===== src/rtl/param_reg_file.sv =====
// rtl/param_reg_file.sv - parametrised register file with write bypass and per-register busy scoreboard
module param_reg_file #(
  parameter int DATA_W   = 32,
  parameter int ADDR_W   = 5,
  parameter bit ZERO_REG = 1'b1,
  parameter bit BYPASS   = 1'b1
) (
  input  logic              clk,
  input  logic              rst_n,
  input  logic              wr_en,
  input  logic [ADDR_W-1:0] wr_reg,
  input  logic [DATA_W-1:0] wr_data,
  input  logic [ADDR_W-1:0] rd_reg1,
  input  logic [ADDR_W-1:0] rd_reg2,
  output logic [DATA_W-1:0] rd_data1,
  output logic [DATA_W-1:0] rd_data2,
  input  logic              rsv_en,
  input  logic [ADDR_W-1:0] rsv_reg,
  output logic              busy1,
  output logic              busy2,
  output logic [ADDR_W:0]   busy_cnt
);

  localparam int DEPTH = 2**ADDR_W;
  localparam int CNT_W = ADDR_W + 1;

  logic [DATA_W-1:0] regFile [DEPTH];
  logic [DEPTH-1:0]  busyVec;
  logic [DEPTH-1:0]  busyNext;
  logic [CNT_W-1:0]  busyCount;
  logic              wrValid;
  logic              rsvValid;
  logic              cntInc;
  logic              cntDec;

  // Qualify write/reserve requests: index 0 is inert when it is the hard-wired zero register
  always_comb begin
    wrValid  = wr_en  && !(ZERO_REG && (wr_reg  == '0));
    rsvValid = rsv_en && !(ZERO_REG && (rsv_reg == '0));
  end

  // Next busy vector and population-count delta; a reserve on the written index wins
  // because a new producer has been issued for it
  always_comb begin
    busyNext = busyVec;
    if (wrValid) begin
      busyNext[wr_reg] = 1'b0;
    end
    if (rsvValid) begin
      busyNext[rsv_reg] = 1'b1;
    end
    cntDec = wrValid && busyVec[wr_reg] && !(rsvValid && (rsv_reg == wr_reg));
    cntInc = rsvValid && !busyVec[rsv_reg];
  end

  // Register storage: cleared asynchronously, written on the rising edge
  always_ff @(posedge clk or negedge rst_n) begin
    if (!rst_n) begin
      for (int i = 0; i < DEPTH; i++) begin
        regFile[i] <= '0;
      end
    end else if (wrValid) begin
      regFile[wr_reg] <= wr_data;
    end
  end

  // Busy scoreboard and its running count, kept in step on the same edge
  always_ff @(posedge clk or negedge rst_n) begin
    if (!rst_n) begin
      busyVec   <= '0;
      busyCount <= '0;
    end else begin
      busyVec   <= busyNext;
      busyCount <= busyCount + CNT_W'(cntInc) - CNT_W'(cntDec);
    end
  end

  assign busy_cnt = busyCount;

  // Read port 1: same-cycle write forwarding when enabled, zero register masked last
  always_comb begin
    rd_data1 = regFile[rd_reg1];
    busy1    = busyVec[rd_reg1];
    if (BYPASS && wrValid && (wr_reg == rd_reg1)) begin
      rd_data1 = wr_data;
      busy1    = 1'b0;
    end
    if (ZERO_REG && (rd_reg1 == '0)) begin
      rd_data1 = '0;
      busy1    = 1'b0;
    end
  end

  // Read port 2: same structure as port 1
  always_comb begin
    rd_data2 = regFile[rd_reg2];
    busy2    = busyVec[rd_reg2];
    if (BYPASS && wrValid && (wr_reg == rd_reg2)) begin
      rd_data2 = wr_data;
      busy2    = 1'b0;
    end
    if (ZERO_REG && (rd_reg2 == '0)) begin
      rd_data2 = '0;
      busy2    = 1'b0;
    end
  end

endmodule


===== config.mk =====
export PLATFORM = sky130hd
export DESIGN_NAME = param_reg_file
export DESIGN_NICKNAME = d
export VERILOG_FILES = /design/src/rtl/param_reg_file.sv
export SDC_FILE = /design/constraint.sdc
export NUM_CORES = 2
export LEC_CHECK = 0
export CORE_ASPECT_RATIO = 1.25
export CORE_MARGIN = 1.5
export CORE_UTILIZATION = 60
export CTS_BUF_LIST = sky130_fd_sc_hd__clkbuf_4
export CTS_CLUSTER_SIZE = 16
export DETAILED_ROUTE_END_ITERATION = 10
export MAX_ROUTING_LAYER = met4
export PLACE_DENSITY = 0.75
export SETUP_SLACK_MARGIN = 0.5
export SYNTH_ARGS = -nofsm -noshare
export SYNTH_HDL_FRONTEND = slang
export SYNTH_SLANG_ARGS = --single-unit

===== constraint.sdc =====
create_clock -name clk -period 9.2 [get_ports clk]
set_clock_uncertainty 0.15 [all_clocks]
set_input_delay 1.84 -clock clk [delete_from_list [all_inputs] [get_ports clk]]
set_output_delay 1.84 -clock clk [all_outputs]
set_load 0.05 [all_outputs]

==> qor.yml <==
power:
  power_density_mw_per_mm2: 214
  vdd_ir_drop_max_mv: 0.118
  p_leak_nw: 27.9
  p_total_w: 0.0135
floorplanning:
  rows: 127
  die_area_sq_mm: 0.0983
  initial_core_util: 0.604
  dieWidth_microns: 281
  core-area_sq_mm: 0.0958
  dieHeight_microns: 350
  ioPinCount: 128
place:
  portBuffers: 127
  post_dp_cell_area_sq_mm: 0.0600
  dp.final_hpwl_microns: 103000
  gp_congestion: 0.874
synthesis:
  synthAdderAreaFrac: 0.00164
  ys_warn_count: 0
  yosys.area.top_type_share: 0.459
  synth_top_family_by_area: "multiplexers"
  synth.area.mux_share: 0.414
  syn-cell-area_sq_mm: 0.0579
  synth_edf_count: 0
  synth_compound_area_frac: 0.0586
  synthCells: 4091
  synth_xor_area_frac: 0.00303
  synth-simple-area-share: 0.0264
  syn-mean-instance-area_sq_um: 14.1
  synthArstFlopShare: 1.00
  ys_seq_area_frac: 0.459
  synth_nets: 4154
  yosys-top-cells-area: "dfrtp_1, mux2_2, mux4_2"
  yosysUniqueCellTypes: 59
  synth_top_cell_by_area: "dfrtp_1"
  synth_flop_cell: "dfrtp_1"
  ys_ff_latch: 1062
timing:
  finalHoldViolCount: 0
  worst_pin_slew_ns: 1.23
  setup_viol: 0
  relSlewSlack: 0.175
  fin_setup_tns_ns: 0
  maxSlewViolCount: 0
  final.period_utilization: 0.909
  period_needed_ns: 8.36
  fmax_mhz: 120
  rsz0062_at_grt: "no"
clock_tree:
  cts-root-buf: "clkbuf_4"
  cts_sinks: 1062
  htreeDepth: 5
  cts_buffers: 290
  clockBufferDepth: 4
  hold_buffers: 0
  path_clk_slew_ns: 0.07
  cts_resized: 0
  post_cts_buffers: 0
  cts_tree: "built"
  clock_latency_ns: 1.18
worst_hold_path:
  min_path_type: "flip-flop to flip-flop"
drt:
  vias_per_cell: 7.15
  vias: 40408
  drt_first_pass_iters: 7
  drtIter0Drc: 5026
  drc_errors: 0
  totalWireLength_microns: 182000
  wl_per_cell_microns: 32.2
  met3_length_microns: 19500
  top_layer: "met4"
  ant_nets: 0
  wl_met1_microns: 67700
  dr_wl_met2_microns: 84900
cells_and_area:
  final_area_sq_mm: 0.0634
  drive_above_1_share: 0.467
  fin_nets: 4243
  fillers: 6952
  final_util: 0.661
  syn2layout_area_growth_pct: 9.50
global_route:
  grt-ovfl-total: 0
  grt_first_pass_wirelength_microns: 270000
  antenna_found_initial: 8
  grt_pass1_vias: 41390
  grt_max_degree: 173
  track_usage: 0.390
setup_path:
  critPathLaunchType: "input port"
  cp_max_fo: 42
  required_ns: 7.21
  cp.arrival_ns: 6.37
  critical_path_class: "input port to primary output"
  endpoint_kind: "primary output"
run_status:
  outcome: "finished clean"
run:
  drv_cap: 0
[layout make-up]
cell class / instances / area (sq um) / share of cell area
inverter: 10 / 37.5 / 0.000592
clock buffer: 409 / 3070 / 0.0485
multi-input combinational: 2558 / 29400 / 0.464
tap: 1290 / 1610 / 0.0255
antenna: 11 / 27.5 / 0.000434
clock inverter: 55 / 215 / 0.00340
sequential: 1062 / 26600 / 0.419
timing repair buffer: 258 / 2430 / 0.0383
[flip-flops by register name, summed over array words and instances, names as in the netlist]
name,cells
busyVec,32
regFile,1024
busy_cnt,6
[stage by stage]
step                      hold WS, ns  setup slack (ns)  cells
after floorplan                 0.291              2.85   4091
after global placement          0.227             0.998   5178
after detailed placement        0.232             0.924   5178
after CTS                       0.246             0.916   5642
after global routing            0.256             0.734   5650
final                           0.245             0.838   5653
[final timing paths]
| check | startpoint | slack [ns] | endpoint | depth (start not counted) |
|---|---|---|---|---|
| worst min-delay path | regFile[1009] | 0.24 | regFile[1009] | 0 |
| worst min register to register | regFile[1009] | 0.24 | regFile[1009] | 0 |
| worst max register to register | busyVec[31] | 5.83 | busy_cnt[4] | 12 |
| worst max-delay path | wr_reg[2] | 0.84 | rd_data1[27] | 9 |
| max in group asynchronous | rst_n | 6.40 | regFile[296] | 3 |
| min in group asynchronous | rst_n | 0.53 | regFile[634] | 1 |
[metal layers]
metal	global-route usage	up-vias
met4	0.199	0
li1	-	16132
met3	0.105	569
met1	0.494	21293
met2	0.579	2414
met5	-	-
[cells by family after synthesis]
kind of cell / Yosys count
fa+ha+maj: 7
simple gates: 326
xor+xnor: 20
buf+inv: 471
flops: 1062
mux: 1746
compound gates: 459
[worst max-delay path, stage by stage]
cell and delay, ns:
clkdlybuf4s50_1 0.86, xnor2_1 0.20, nand3_1 0.16, nor4_4 0.29, buf_4 0.72, nand2b_1 0.94
nor3_1 0.22, a221o_1 0.37, clkdlybuf4s50_1 0.72
[cells in the final DEF, fill, tap and decap left out, drive strengths merged, types with 6 or more instances in the layout]
cell type / instances
clkdlybuf4s50: 118
nand4: 12
o22ai: 31
dfrtp: 1062
nand2: 144
ha: 6
nand3b: 9
clkbuf: 409
a22oi: 98
clkinv: 52
a21oi: 46
a31oi: 14
o221ai: 6
nand3: 28
inv: 13
a221o: 36
nor2: 57
diode: 11
xnor2: 14
a221oi: 89
nand2b: 13
buf: 140
a32o: 7
xor2: 6
mux2i: 334
nor2b: 13
a22o: 15
o21ai: 79
o31ai: 6
mux2: 992
mux4: 420
nor3: 21
nor3b: 8
[cell usage after synthesis, types with 15 or more instances]
| cell | count |
|---|---|
| dfrtp_1 | 1062 |
| mux2_2 | 992 |
| mux4_2 | 420 |
| mux2i_1 | 334 |
| clkbuf_1 | 248 |
| nand2_1 | 144 |
| buf_2 | 116 |
| a22oi_1 | 98 |
| a221oi_1 | 89 |
| o21ai_0 | 79 |
| nor2_1 | 57 |
| a21oi_1 | 46 |
| buf_1 | 46 |
| buf_4 | 45 |
| a221o_1 | 36 |
| o22ai_1 | 31 |
| nand3_1 | 28 |
| nor3_1 | 19 |
| a22o_1 | 15 |
[power by group]
| group | switching, W | internal, W |
|---|---|---|
| Combinational | 0.00152 | 0.00178 |
| Sequential | 0.000680 | 0.00558 |
| Clock | 0.00195 | 0.00203 |
| Total | 0.00415 | 0.00938 |
(Power assumes the default switching activity.)
